<file path="src/rtl/pipe_hazard_unit_pkg.sv">
// Shared encodings for the pipeline hazard/forwarding controller.
package pipe_hazard_unit_pkg;

  typedef logic [1:0] fwd_sel_t;
  typedef logic [1:0] hz_state_t;

  // EXE operand forwarding selects
  localparam fwd_sel_t FWD_NONE = 2'd0;
  localparam fwd_sel_t FWD_MEM  = 2'd1;
  localparam fwd_sel_t FWD_WB   = 2'd2;

  // ID operand forwarding selects
  localparam logic ID_NOFWD  = 1'b0;
  localparam logic WB2ID_FWD = 1'b1;

  localparam hz_state_t ST_RUN      = 2'd0;
  localparam hz_state_t ST_LU_STALL = 2'd1;
  localparam hz_state_t ST_MEM_WAIT = 2'd2;

  localparam logic [31:0] INSTRUCTION_NOP = 32'h0000_0000;

endpackage

</file>
<file path="src/rtl/pipe_hazard_unit_if.sv">
// Pipeline <-> hazard unit signal bundle; master = pipeline, slave = hazard unit.
interface pipe_hazard_unit_if #(
  parameter int unsigned REG_AW = 5,
  parameter int unsigned CNT_W  = 32
);
  logic [REG_AW-1:0] rs_id;
  logic [REG_AW-1:0] rt_id;
  logic              use_rt_id;
  logic [REG_AW-1:0] rs_exe;
  logic [REG_AW-1:0] rt_exe;
  logic [REG_AW-1:0] num_write_exe;
  logic [REG_AW-1:0] num_write_mem;
  logic [REG_AW-1:0] num_write_wb;
  logic              reg_write_exe;
  logic              reg_write_mem;
  logic              reg_write_wb;
  logic              is_load_exe;
  logic              is_load_mem;
  logic              redirect_exe;
  logic              mem_req_mem;
  logic              mem_ready;

  logic [1:0]        s_a_fwd_exe;
  logic [1:0]        s_b_fwd_exe;
  logic              s_a_fwd_id;
  logic              s_b_fwd_id;
  logic              nwrite_pc;
  logic              nwrite_if_id;
  logic              flush_if_id;
  logic              flush_id_exe;
  logic              hold_exe_mem;
  logic              hold_mem_wb;
  logic              mem_timeout;
  logic [CNT_W-1:0]  stall_cycles;

  modport master (
    output rs_id, rt_id, use_rt_id, rs_exe, rt_exe,
    output num_write_exe, num_write_mem, num_write_wb,
    output reg_write_exe, reg_write_mem, reg_write_wb,
    output is_load_exe, is_load_mem, redirect_exe, mem_req_mem, mem_ready,
    input  s_a_fwd_exe, s_b_fwd_exe, s_a_fwd_id, s_b_fwd_id,
    input  nwrite_pc, nwrite_if_id, flush_if_id, flush_id_exe,
    input  hold_exe_mem, hold_mem_wb, mem_timeout, stall_cycles
  );

  modport slave (
    input  rs_id, rt_id, use_rt_id, rs_exe, rt_exe,
    input  num_write_exe, num_write_mem, num_write_wb,
    input  reg_write_exe, reg_write_mem, reg_write_wb,
    input  is_load_exe, is_load_mem, redirect_exe, mem_req_mem, mem_ready,
    output s_a_fwd_exe, s_b_fwd_exe, s_a_fwd_id, s_b_fwd_id,
    output nwrite_pc, nwrite_if_id, flush_if_id, flush_id_exe,
    output hold_exe_mem, hold_mem_wb, mem_timeout, stall_cycles
  );

endinterface

</file>
<file path="src/rtl/pipe_hazard_unit_fwd_select.sv">
// Per-operand forwarding priority selector: MEM producer first, then WB.
module pipe_hazard_unit_fwd_select
  import pipe_hazard_unit_pkg::*;
#(
  parameter int unsigned REG_AW = 5
) (
  input  logic [REG_AW-1:0] i_src,
  input  logic              i_use,
  input  logic              i_mem_ok,
  input  logic [REG_AW-1:0] i_mem_dst,
  input  logic              i_wb_ok,
  input  logic [REG_AW-1:0] i_wb_dst,
  input  logic              i_block,
  output fwd_sel_t          o_sel_c
);

  always_comb begin
    o_sel_c = FWD_NONE;
    if (i_use && !i_block) begin
      if (i_mem_ok && (i_mem_dst == i_src)) begin
        o_sel_c = FWD_MEM;
      end else if (i_wb_ok && (i_wb_dst == i_src)) begin
        o_sel_c = FWD_WB;
      end
    end
  end

endmodule

</file>
<file path="src/rtl/pipe_hazard_unit.sv">
// Hazard/forwarding controller for the 5-stage pipeline: operand forwarding,
// load-use bubbles, redirect flushes, data-memory freeze and stall accounting.
module pipe_hazard_unit
  import pipe_hazard_unit_pkg::*;
#(
  parameter int unsigned REG_AW     = 5,
  parameter int unsigned LU_BUBBLES = 1,
  parameter int unsigned MAX_WAIT   = 255,
  parameter int unsigned WAIT_W     = 8,
  parameter int unsigned CNT_W      = 32
) (
  input logic              clock,
  input logic              reset,
  pipe_hazard_unit_if.slave hz
);

  localparam int unsigned     BCNT_W      = 3;
  localparam logic [BCNT_W-1:0] BCNT_RELOAD = BCNT_W'(LU_BUBBLES - 1);
  localparam logic [WAIT_W-1:0] WAIT_LIMIT  = WAIT_W'(MAX_WAIT);

  hz_state_t          r_state;
  hz_state_t          w_state_nxt;
  logic [BCNT_W-1:0]  r_bcnt;
  logic [BCNT_W-1:0]  w_bcnt_nxt;
  logic [WAIT_W-1:0]  r_wcnt;
  logic [WAIT_W-1:0]  w_wcnt_nxt;
  logic               r_timeout;
  logic               w_timeout_nxt;
  logic [CNT_W-1:0]   r_stall_cnt;

  logic     w_mem_ok, w_wb_ok, w_exe_ok;
  logic     w_freeze, w_lu_hazard, w_in_lu;
  fwd_sel_t w_sel_a_exe, w_sel_b_exe, w_sel_a_id, w_sel_b_id;
  logic     w_nwrite_pc, w_nwrite_if_id, w_flush_if_id, w_flush_id_exe;
  logic     w_hold_exe_mem, w_hold_mem_wb;

  // A load in MEM has no data yet, so it is not a MEM-forwarding source
  assign w_mem_ok = hz.reg_write_mem && (|hz.num_write_mem) && !hz.is_load_mem;
  assign w_wb_ok  = hz.reg_write_wb  && (|hz.num_write_wb);
  assign w_exe_ok = hz.reg_write_exe && (|hz.num_write_exe);

  pipe_hazard_unit_fwd_select #(.REG_AW(REG_AW)) u_fwd_a_exe (
    .i_src(hz.rs_exe), .i_use(1'b1), .i_mem_ok(w_mem_ok), .i_mem_dst(hz.num_write_mem),
    .i_wb_ok(w_wb_ok), .i_wb_dst(hz.num_write_wb), .i_block(1'b0), .o_sel_c(w_sel_a_exe)
  );

  pipe_hazard_unit_fwd_select #(.REG_AW(REG_AW)) u_fwd_b_exe (
    .i_src(hz.rt_exe), .i_use(1'b1), .i_mem_ok(w_mem_ok), .i_mem_dst(hz.num_write_mem),
    .i_wb_ok(w_wb_ok), .i_wb_dst(hz.num_write_wb), .i_block(1'b0), .o_sel_c(w_sel_b_exe)
  );

  // ID only sees WB; suppressed when the same operand slot in EXE already forwards that register
  pipe_hazard_unit_fwd_select #(.REG_AW(REG_AW)) u_fwd_a_id (
    .i_src(hz.rs_id), .i_use(1'b1), .i_mem_ok(1'b0), .i_mem_dst('0),
    .i_wb_ok(w_wb_ok), .i_wb_dst(hz.num_write_wb),
    .i_block((w_sel_a_exe != FWD_NONE) && (hz.rs_exe == hz.rs_id)), .o_sel_c(w_sel_a_id)
  );

  pipe_hazard_unit_fwd_select #(.REG_AW(REG_AW)) u_fwd_b_id (
    .i_src(hz.rt_id), .i_use(hz.use_rt_id), .i_mem_ok(1'b0), .i_mem_dst('0),
    .i_wb_ok(w_wb_ok), .i_wb_dst(hz.num_write_wb),
    .i_block((w_sel_b_exe != FWD_NONE) && (hz.rt_exe == hz.rt_id)), .o_sel_c(w_sel_b_id)
  );

  assign w_freeze    = hz.mem_req_mem && !hz.mem_ready;
  assign w_lu_hazard = hz.is_load_exe && w_exe_ok &&
                       ((hz.num_write_exe == hz.rs_id) ||
                        (hz.use_rt_id && (hz.num_write_exe == hz.rt_id)));
  // Bubbles still owed, whether stalling now or parked in MEM_WAIT
  assign w_in_lu     = (r_state == ST_LU_STALL) ||
                       ((r_state == ST_MEM_WAIT) && (r_bcnt != '0));

  always_ff @(posedge clock) begin
    if (reset) begin
      r_state     <= ST_RUN;
      r_bcnt      <= '0;
      r_wcnt      <= '0;
      r_timeout   <= 1'b0;
      r_stall_cnt <= '0;
    end else begin
      r_state   <= w_state_nxt;
      r_bcnt    <= w_bcnt_nxt;
      r_wcnt    <= w_wcnt_nxt;
      r_timeout <= w_timeout_nxt;
      if (w_nwrite_pc && !(&r_stall_cnt)) begin
        r_stall_cnt <= r_stall_cnt + CNT_W'(1);
      end
    end
  end

  // Next state and control outputs; priority freeze > redirect > load-use
  always_comb begin
    w_state_nxt    = r_state;
    w_bcnt_nxt     = r_bcnt;
    w_wcnt_nxt     = '0;
    w_timeout_nxt  = r_timeout;
    w_nwrite_pc    = 1'b0;
    w_nwrite_if_id = 1'b0;
    w_flush_if_id  = 1'b0;
    w_flush_id_exe = 1'b0;
    w_hold_exe_mem = 1'b0;
    w_hold_mem_wb  = 1'b0;

    if (reset) begin
      w_flush_if_id  = 1'b1;
      w_flush_id_exe = 1'b1;
    end else if (w_freeze) begin
      w_nwrite_pc    = 1'b1;
      w_nwrite_if_id = 1'b1;
      w_hold_exe_mem = 1'b1;
      w_hold_mem_wb  = 1'b1;
      w_state_nxt    = ST_MEM_WAIT;
      w_wcnt_nxt     = (&r_wcnt) ? r_wcnt : r_wcnt + WAIT_W'(1);
      if (w_wcnt_nxt >= WAIT_LIMIT) begin
        w_timeout_nxt = 1'b1;
      end
    end else if (hz.redirect_exe) begin
      w_flush_if_id  = 1'b1;
      w_flush_id_exe = 1'b1;
      w_state_nxt    = ST_RUN;
      w_bcnt_nxt     = '0;
    end else if (w_in_lu) begin
      w_nwrite_pc    = 1'b1;
      w_nwrite_if_id = 1'b1;
      w_flush_id_exe = 1'b1;
      w_bcnt_nxt     = r_bcnt - BCNT_W'(1);
      w_state_nxt    = (r_bcnt == BCNT_W'(1)) ? ST_RUN : ST_LU_STALL;
    end else begin
      w_state_nxt = ST_RUN;
      if (w_lu_hazard) begin
        w_nwrite_pc    = 1'b1;
        w_nwrite_if_id = 1'b1;
        w_flush_id_exe = 1'b1;
        if (LU_BUBBLES > 1) begin
          w_state_nxt = ST_LU_STALL;
          w_bcnt_nxt  = BCNT_RELOAD;
        end
      end
    end
  end

  assign hz.s_a_fwd_exe  = w_sel_a_exe;
  assign hz.s_b_fwd_exe  = w_sel_b_exe;
  assign hz.s_a_fwd_id   = (w_sel_a_id == FWD_WB) ? WB2ID_FWD : ID_NOFWD;
  assign hz.s_b_fwd_id   = (w_sel_b_id == FWD_WB) ? WB2ID_FWD : ID_NOFWD;
  assign hz.nwrite_pc    = w_nwrite_pc;
  assign hz.nwrite_if_id = w_nwrite_if_id;
  assign hz.flush_if_id  = w_flush_if_id;
  assign hz.flush_id_exe = w_flush_id_exe;
  assign hz.hold_exe_mem = w_hold_exe_mem;
  assign hz.hold_mem_wb  = w_hold_mem_wb;
  assign hz.mem_timeout  = r_timeout;
  assign hz.stall_cycles = r_stall_cnt;

endmodule

</file>
<file path="src/flat_wrapper.sv">
// flat-port wrapper written by rule: the top's interface ports become plain ports
module pipe_hazard_unit_flat import pipe_hazard_unit_pkg::*;
#(
  parameter int unsigned REG_AW     = 5,
  parameter int unsigned LU_BUBBLES = 1,
  parameter int unsigned MAX_WAIT   = 255,
  parameter int unsigned WAIT_W     = 8,
  parameter int unsigned CNT_W      = 32
)
  (clock, reset, hz_rs_id, hz_rt_id, hz_use_rt_id, hz_rs_exe, hz_rt_exe, hz_num_write_exe, hz_num_write_mem, hz_num_write_wb, hz_reg_write_exe, hz_reg_write_mem, hz_reg_write_wb, hz_is_load_exe, hz_is_load_mem, hz_redirect_exe, hz_mem_req_mem, hz_mem_ready, hz_s_a_fwd_exe, hz_s_b_fwd_exe, hz_s_a_fwd_id, hz_s_b_fwd_id, hz_nwrite_pc, hz_nwrite_if_id, hz_flush_if_id, hz_flush_id_exe, hz_hold_exe_mem, hz_hold_mem_wb, hz_mem_timeout, hz_stall_cycles);
  pipe_hazard_unit_if #(.REG_AW(REG_AW), .CNT_W(CNT_W)) hz_i ();
  input logic clock;
  input logic reset;
  input wire logic [$bits(hz_i.rs_id)-1:0] hz_rs_id;
  input wire logic [$bits(hz_i.rt_id)-1:0] hz_rt_id;
  input wire logic [$bits(hz_i.use_rt_id)-1:0] hz_use_rt_id;
  input wire logic [$bits(hz_i.rs_exe)-1:0] hz_rs_exe;
  input wire logic [$bits(hz_i.rt_exe)-1:0] hz_rt_exe;
  input wire logic [$bits(hz_i.num_write_exe)-1:0] hz_num_write_exe;
  input wire logic [$bits(hz_i.num_write_mem)-1:0] hz_num_write_mem;
  input wire logic [$bits(hz_i.num_write_wb)-1:0] hz_num_write_wb;
  input wire logic [$bits(hz_i.reg_write_exe)-1:0] hz_reg_write_exe;
  input wire logic [$bits(hz_i.reg_write_mem)-1:0] hz_reg_write_mem;
  input wire logic [$bits(hz_i.reg_write_wb)-1:0] hz_reg_write_wb;
  input wire logic [$bits(hz_i.is_load_exe)-1:0] hz_is_load_exe;
  input wire logic [$bits(hz_i.is_load_mem)-1:0] hz_is_load_mem;
  input wire logic [$bits(hz_i.redirect_exe)-1:0] hz_redirect_exe;
  input wire logic [$bits(hz_i.mem_req_mem)-1:0] hz_mem_req_mem;
  input wire logic [$bits(hz_i.mem_ready)-1:0] hz_mem_ready;
  output wire logic [$bits(hz_i.s_a_fwd_exe)-1:0] hz_s_a_fwd_exe;
  output wire logic [$bits(hz_i.s_b_fwd_exe)-1:0] hz_s_b_fwd_exe;
  output wire logic [$bits(hz_i.s_a_fwd_id)-1:0] hz_s_a_fwd_id;
  output wire logic [$bits(hz_i.s_b_fwd_id)-1:0] hz_s_b_fwd_id;
  output wire logic [$bits(hz_i.nwrite_pc)-1:0] hz_nwrite_pc;
  output wire logic [$bits(hz_i.nwrite_if_id)-1:0] hz_nwrite_if_id;
  output wire logic [$bits(hz_i.flush_if_id)-1:0] hz_flush_if_id;
  output wire logic [$bits(hz_i.flush_id_exe)-1:0] hz_flush_id_exe;
  output wire logic [$bits(hz_i.hold_exe_mem)-1:0] hz_hold_exe_mem;
  output wire logic [$bits(hz_i.hold_mem_wb)-1:0] hz_hold_mem_wb;
  output wire logic [$bits(hz_i.mem_timeout)-1:0] hz_mem_timeout;
  output wire logic [$bits(hz_i.stall_cycles)-1:0] hz_stall_cycles;
  assign hz_i.rs_id = hz_rs_id;
  assign hz_i.rt_id = hz_rt_id;
  assign hz_i.use_rt_id = hz_use_rt_id;
  assign hz_i.rs_exe = hz_rs_exe;
  assign hz_i.rt_exe = hz_rt_exe;
  assign hz_i.num_write_exe = hz_num_write_exe;
  assign hz_i.num_write_mem = hz_num_write_mem;
  assign hz_i.num_write_wb = hz_num_write_wb;
  assign hz_i.reg_write_exe = hz_reg_write_exe;
  assign hz_i.reg_write_mem = hz_reg_write_mem;
  assign hz_i.reg_write_wb = hz_reg_write_wb;
  assign hz_i.is_load_exe = hz_is_load_exe;
  assign hz_i.is_load_mem = hz_is_load_mem;
  assign hz_i.redirect_exe = hz_redirect_exe;
  assign hz_i.mem_req_mem = hz_mem_req_mem;
  assign hz_i.mem_ready = hz_mem_ready;
  assign hz_s_a_fwd_exe = hz_i.s_a_fwd_exe;
  assign hz_s_b_fwd_exe = hz_i.s_b_fwd_exe;
  assign hz_s_a_fwd_id = hz_i.s_a_fwd_id;
  assign hz_s_b_fwd_id = hz_i.s_b_fwd_id;
  assign hz_nwrite_pc = hz_i.nwrite_pc;
  assign hz_nwrite_if_id = hz_i.nwrite_if_id;
  assign hz_flush_if_id = hz_i.flush_if_id;
  assign hz_flush_id_exe = hz_i.flush_id_exe;
  assign hz_hold_exe_mem = hz_i.hold_exe_mem;
  assign hz_hold_mem_wb = hz_i.hold_mem_wb;
  assign hz_mem_timeout = hz_i.mem_timeout;
  assign hz_stall_cycles = hz_i.stall_cycles;
  pipe_hazard_unit #(.REG_AW(REG_AW), .LU_BUBBLES(LU_BUBBLES), .MAX_WAIT(MAX_WAIT), .WAIT_W(WAIT_W), .CNT_W(CNT_W)) u_core (.clock(clock), .reset(reset), .hz(hz_i));
endmodule
</file>
<file path="config.mk">
export PLATFORM = sky130hd
export DESIGN_NAME = pipe_hazard_unit_flat
export DESIGN_NICKNAME = d
export VERILOG_FILES = /design/src/rtl/pipe_hazard_unit_pkg.sv /design/src/rtl/pipe_hazard_unit_if.sv /design/src/rtl/pipe_hazard_unit_fwd_select.sv /design/src/rtl/pipe_hazard_unit.sv /design/src/flat_wrapper.sv
export SDC_FILE = /design/constraint.sdc
export NUM_CORES = 1
export LEC_CHECK = 0
export CAP_MARGIN = 20
export CORE_ASPECT_RATIO = 0.8
export CORE_MARGIN = 5
export CORE_UTILIZATION = 53
export DETAILED_ROUTE_END_ITERATION = 8
export PLACE_DENSITY = 0.95
export SLEW_MARGIN = 20
export SYNTH_ARGS = -nofsm -noshare
export SYNTH_HDL_FRONTEND = slang
export SYNTH_HIERARCHICAL = 1
export SYNTH_SLANG_ARGS = --single-unit
</file>
<file path="constraint.sdc">
create_clock -name clock -period 8.1 [get_ports clock]
set_input_delay 1.62 -clock clock [delete_from_list [all_inputs] [get_ports clock]]
set_output_delay 1.62 -clock clock [all_outputs]
set_load 0.005 [all_outputs]
</file>
Word level (Yosys, flattened, before mapping) --
Index checks and enable logic that the tools add are counted.
Word-level totals: bits in registers 46, input port bits 46, output and inout port bits 45, logic and storage cells 95
Cells by class: add/sub/neg operators 3, order comparisons 1, equal/unequal tests 15, mux-type cells 30, bitwise operators 2, reduce and logical (&&, ||, !) cells 38
Operators by type and width (number):
- == test 5 bit | 10
- adder 32 x 1 -> 32 bit (second input constant) | 1
- AND reduction 32 bit | 1
- two-way mux 2 bit | 11
- logical AND 1 bit | 19
- two-way mux 1 bit | 16
- OR reduction 5 bit | 3
- adder 8 x 1 -> 8 bit (second input constant) | 1
- greater-or-equal comparator 8 bit (second input constant) | 1
- two-way mux 8 bit | 1
- AND reduction 8 bit | 1
- == test 2 bit (second input constant) | 3
- two-way mux 3 bit | 2
- nonzero test 2 bit | 3
- zero test 1 bit | 4
- AND reduction 2 bit | 2
- OR reduction 4 bit | 1
- == test 3 x 1 -> 1 bit (second input constant) | 1
- nonzero test 3 bit | 1
- subtractor 3 x 1 -> 3 bit (second input constant) | 1
- == test 2 x 1 -> 1 bit (second input constant) | 1
- logical OR 1 bit | 2
- inverter 1 bit | 2
- OR reduction 2 bit | 1

Logic depth before layout (Yosys ltp) --
depth after elaboration 12, mapped depth 13, depth with buffers taken out 13

Cells and area by module --
Netlist, hierarchy kept.
By module, submodules not included:
- pipe_hazard_unit | times used 1, cells an instance 339, area each 2795.2 um2, sequential area each 920.9 um2
- pipe_hazard_unit_fwd_select | times used 4, cells an instance 18, area each 140.1 um2, sequential area each 0.0 um2

Least setup slack after synthesis --
No wires, ideal clock.
kind input-to-output, from input port hz_num_write_mem[0], to output port hz_s_b_fwd_id, arrival time 3278 ps, data required time 6480 ps, path slack 3202 ps, cell stages on the path 13, path buffers 0, cells stage by stage or4_1 nor2_1 nor3b_1 nand4_1 nor3_2 nor3_2 o2111ai_1 nor3_1 nand2b_1 nor2_1 nand2_1 nor3_2 nor2b_1
Between the ends: longest elaborated chain between the ends 12, elaborated cells between the ends (all ways) 13, classes of those cells 2 x eq/ne; 3 x mux; 8 x reduce/logical
RTL lines:
- start, declared | RTL line flat_wrapper.sv:20 | input wire logic [$bits(hz_i.num_write_mem)-1:0] hz_num_write_mem;
- OR reduction 5 bit | RTL line pipe_hazard_unit.sv:38 | assign w_mem_ok = hz.reg_write_mem && (|hz.num_write_mem) && !hz.is_load_mem;
- logical AND 1 bit (2 in a row) | RTL line pipe_hazard_unit.sv:38
- named net u_core.w_mem_ok | RTL line pipe_hazard_unit.sv:31 | logic w_mem_ok, w_wb_ok, w_exe_ok;
- logical AND 1 bit | RTL line pipe_hazard_unit_fwd_select.sv:20 | if (i_mem_ok && (i_mem_dst == i_src)) begin
- two-way mux 2 bit | RTL line pipe_hazard_unit_fwd_select.sv:20
- named net hz_s_b_fwd_exe[1] | RTL line flat_wrapper.sv:31 | output wire logic [$bits(hz_i.s_b_fwd_exe)-1:0] hz_s_b_fwd_exe;
- nonzero test 2 bit | RTL line pipe_hazard_unit.sv:62 | .i_block((w_sel_b_exe != FWD_NONE) && (hz.rt_exe == hz.rt_id)), .o_sel_c(w_sel_b_id)
- logical AND 1 bit | RTL line pipe_hazard_unit.sv:62
- zero test 1 bit | RTL line pipe_hazard_unit_fwd_select.sv:19 | if (i_use && !i_block) begin
- logical AND 1 bit | RTL line pipe_hazard_unit_fwd_select.sv:19
- two-way mux 2 bit | RTL line pipe_hazard_unit_fwd_select.sv:19
- named net u_core.w_sel_b_id[1] | RTL line pipe_hazard_unit.sv:33 | fwd_sel_t w_sel_a_exe, w_sel_b_exe, w_sel_a_id, w_sel_b_id;
- == test 2 bit | RTL line pipe_hazard_unit.sv:145 | assign hz.s_b_fwd_id = (w_sel_b_id == FWD_WB) ? WB2ID_FWD : ID_NOFWD;
- two-way mux 1 bit | RTL line pipe_hazard_unit.sv:145
- end, declared | RTL line flat_wrapper.sv:33 | output wire logic [$bits(hz_i.s_b_fwd_id)-1:0] hz_s_b_fwd_id;
The timed path passes the listed nets, and every way through them passes these cells.

Worst setup path after layout --
from input port hz_num_write_wb[0], to output port hz_s_b_fwd_id
Between the ends: longest elaborated chain between the ends 12, elaborated cells between the ends (all ways) 16, classes of those cells 3 x eq/ne; 5 x mux; 8 x reduce/logical
RTL lines:
- start, declared | RTL line flat_wrapper.sv:21 | input wire logic [$bits(hz_i.num_write_wb)-1:0] hz_num_write_wb;
- OR reduction 5 bit (*) | RTL line pipe_hazard_unit.sv:39 | assign w_wb_ok = hz.reg_write_wb && (|hz.num_write_wb);
- logical AND 1 bit (*) | RTL line pipe_hazard_unit.sv:39
- named net u_core.w_wb_ok | RTL line pipe_hazard_unit.sv:31
- logical AND 1 bit | RTL line pipe_hazard_unit_fwd_select.sv:22 | end else if (i_wb_ok && (i_wb_dst == i_src)) begin
- two-way mux 2 bit | RTL line pipe_hazard_unit_fwd_select.sv:22
- two-way mux 2 bit | RTL line pipe_hazard_unit_fwd_select.sv:20
- nonzero test 2 bit | RTL line pipe_hazard_unit.sv:62
- logical AND 1 bit | RTL line pipe_hazard_unit.sv:62
- zero test 1 bit | RTL line pipe_hazard_unit_fwd_select.sv:19
- logical AND 1 bit | RTL line pipe_hazard_unit_fwd_select.sv:19
- two-way mux 2 bit (*) | RTL line pipe_hazard_unit_fwd_select.sv:19
- named net u_core.w_sel_b_id[1] | RTL line pipe_hazard_unit.sv:33
- == test 2 bit (*) | RTL line pipe_hazard_unit.sv:145
- two-way mux 1 bit (*) | RTL line pipe_hazard_unit.sv:145
The timed path passes the listed nets; every way through them passes the cells marked *.

==> out/results.tsv <==
metric	value	unit
rr_worst_depth	8	
drt_iter0_markers	245	
placed_area	4330	um^2
finalCriticalPeriod	6.16	ns
outcome	completed	
drive_gt1_frac	0.0570	
htree_levels	2	
fin_area	4420	um^2
finalMaxSlewViolations	0	
synth.yosys.seq_area_share	0.274	
worstPathArrival	4.54	ns
synth-seq-cells	46	
tightest_slew	0.869	ns
grt_pass1_wl	15400	um
yosys_warnings	6	
placement.io_buffers	90	
fin_skew	0.00552	ns
areaGrowthSynthToFinish	31.7	%
viasPerCell	5.86	
hp-class	flip-flop to flip-flop	
p_per_area	104	nW/um^2
clk_pin_slew	0.09	ns
track_usage	0.230	
synth_edf_count	0	
r2r-end	u_core/hz.stall_cycles[6]	
die_h	81.2	um
max_freq	0.162	GHz
clock_latency	0.30	ns
antennaDiodeCount	0	
hold-path-endpoint	u_core/hz.mem_timeout	
synthFlopType	dfxtp_1	
p_leak	1.42	nW
grt_max_degree	58	
crit_fanout	5	
synth_cells	411	
wire_per_inst	15.7	um
maxSlewHeadroom	0.421	
cts_hold_buf	0	
cts_root_buf	clkbuf_8	
gp_congestion	0.944	
rsz0062_at_grt	no	
synth.avg_cell_area	8.16	um^2
numCtsBuffers	5	
cp_data_required_time	6.48	ns
hold_violations	0	
ctsResizeCount	0	
dp_cells	585	
vias	3474	
max-vdd-ir-drop	81.5	uV
setup_viol	0	
final_cells	593	
ant_nets	0	
antenna_found_initial	0	
place_hpwl	6970	um
min_path_cells	1	
dieArea	8030	um^2
cp-end-kind	primary output	
cts_setup_buffers	0	
finalCritPeriodShare	0.760	
clock_sinks	46	
utilization	0.704	
synth_cell_types	56	
rows	26	
min_from	u_core/hz.mem_timeout	
final_net_count	559	
cts_buffer_depth	2	
crit_path_start_kind	input pin	
overflow	0	
start_util	0.534	
final.setup.tns	0	ns
firstDrtPassIters	5	
reg2reg_slack	5.50	ns
drt-total-wl	9340	um
first_global_vias	3290	
maxCapViolCount	0	
drc_errors	0	
coreArea	6280	um^2
async_flop_share	0	
total_power	0.459	mW
dieWidth	99.0	um
synth_area	3360	um^2
cts_tree	done	
io_pins	91	
worstSetupPathType	input pin to primary output	
r2r-start	u_core/r_bcnt[0]	
## worst max-delay path by stage
stage	start	endpoint	slack [ns]	cells after the start
floorplan	hz_num_write_mem[0]	hz_s_b_fwd_id	3.20	13
global placement	hz_num_write_wb[0]	hz_s_b_fwd_id	2.12	13
detailed placement	hz_num_write_wb[0]	hz_s_b_fwd_id	1.97	13
CTS	hz_num_write_wb[0]	hz_s_b_fwd_id	1.97	13
global route	hz_num_write_wb[0]	hz_s_b_fwd_id	1.75	13
finish	hz_num_write_wb[0]	hz_s_b_fwd_id	1.94	13
## worst max-delay path, stage by stage
cell             delay [ns]
clkdlybuf4s50_1        0.56
or4_1                  0.57
o21a_1                 0.24
nand2_1                0.09
nor3_2                 0.05
o2111ai_1              0.20
nor3_1                 0.07
nand2b_1               0.17
nor2_1                 0.14
nand2_1                0.08
nor3_2                 0.10
nor2b_1                0.15
clkdlybuf4s50_1        0.51
## stage by stage
step	hold slack (ns)	worst slack [ns]
floorplan	0.454	3.20
global placement	0.459	2.12
detailed placement	0.467	1.97
CTS	0.497	1.97
global route	0.521	1.75
finish	0.488	1.94
## cells in the final DEF (no fill, tap or decap), drive strengths merged, types with 3 or more instances in the layout
| cell | instances |
|---|---|
| a21o | 3 |
| a21oi | 34 |
| and3 | 4 |
| buf | 3 |
| clkbuf | 5 |
| clkdlybuf4s50 | 90 |
| conb | 17 |
| dfxtp | 46 |
| ha | 5 |
| inv | 14 |
| mux2i | 3 |
| nand2 | 26 |
| nand2b | 7 |
| nand3 | 16 |
| nand4 | 16 |
| nor2 | 25 |
| nor2b | 7 |
| nor3 | 22 |
| nor4 | 7 |
| o2111ai | 3 |
| o21ai | 12 |
| o311ai | 3 |
| o31ai | 21 |
| o41ai | 5 |
| or3 | 6 |
| or4 | 23 |
| xnor2 | 36 |
| xor2 | 26 |
## logic make-up (layout without fill, tap and decap cells)
family | Yosys count | after routing | share of synthesized area
AND/OR/NAND/NOR | 170 | 170 | 0.303
other | 2 | 17 | 0.00224
adder cells (fa/ha/maj) | 5 | 5 | 0.0186
buffers and inverters | 31 | 114 | 0.0488
AO/OA/AOI/OAI | 90 | 90 | 0.174
XOR/XNOR | 62 | 62 | 0.162
flip-flops | 46 | 46 | 0.274
multiplexers | 5 | 5 | 0.0168
## flip-flops by register name, indices dropped and copies added (netlist names)
name                    count
u_core/hz.stall_cycles     32
u_core/r_wcnt               8
u_core/r_bcnt               3
u_core/r_state              2
u_core/hz.mem_timeout       1
## synth_stat cells (all sizes together), types with 8 or more instances
master  instances  area (um^2)
xor2           26          228
nand2          26         97.6
nand3          16         80.1
clkbuf          8         30.0
buf            10         85.1
a21oi          34          170
xnor2          36          315
or4            23          173
dfxtp          46          921
nand4          16          106
nor2           25         93.8
inv            13         48.8
o31ai          21          158
nor3           22          166
o21ai          12         60.1
## power breakdown
part,internal (mW),total [mW],switching [mW],leakage [nW]
logic,0.0436,0.0870,0.0434,1.01
registers,0.227,0.227,0.000681,0.371
clock network,0.0623,0.145,0.0827,0.0447
total,0.332,0.459,0.127,1.42
## per-layer routing
layer	GRT usage	routed length (um)	vias to the layer above
met1	0.289	4130	1611
met3	0.0446	708	10
met2	0.404	4410	145
met5	0	0	-
li1	-	-	1708
met4	0.0641	87	0
## layout make-up
| type | instances | area, um^2 |
|---|---|---|
| multi-input cells | 349 | 2330 |
| fillers | 499 | 1860 |
| repair buffers | 93 | 923 |
| flip-flops and latches | 46 | 921 |
| well taps | 84 | 105 |
| clock buffers | 5 | 68.8 |
| inverters | 13 | 48.8 |
| clock inverters | 3 | 25.0 |
No activity file was read; power rests on OpenSTA's default activity.
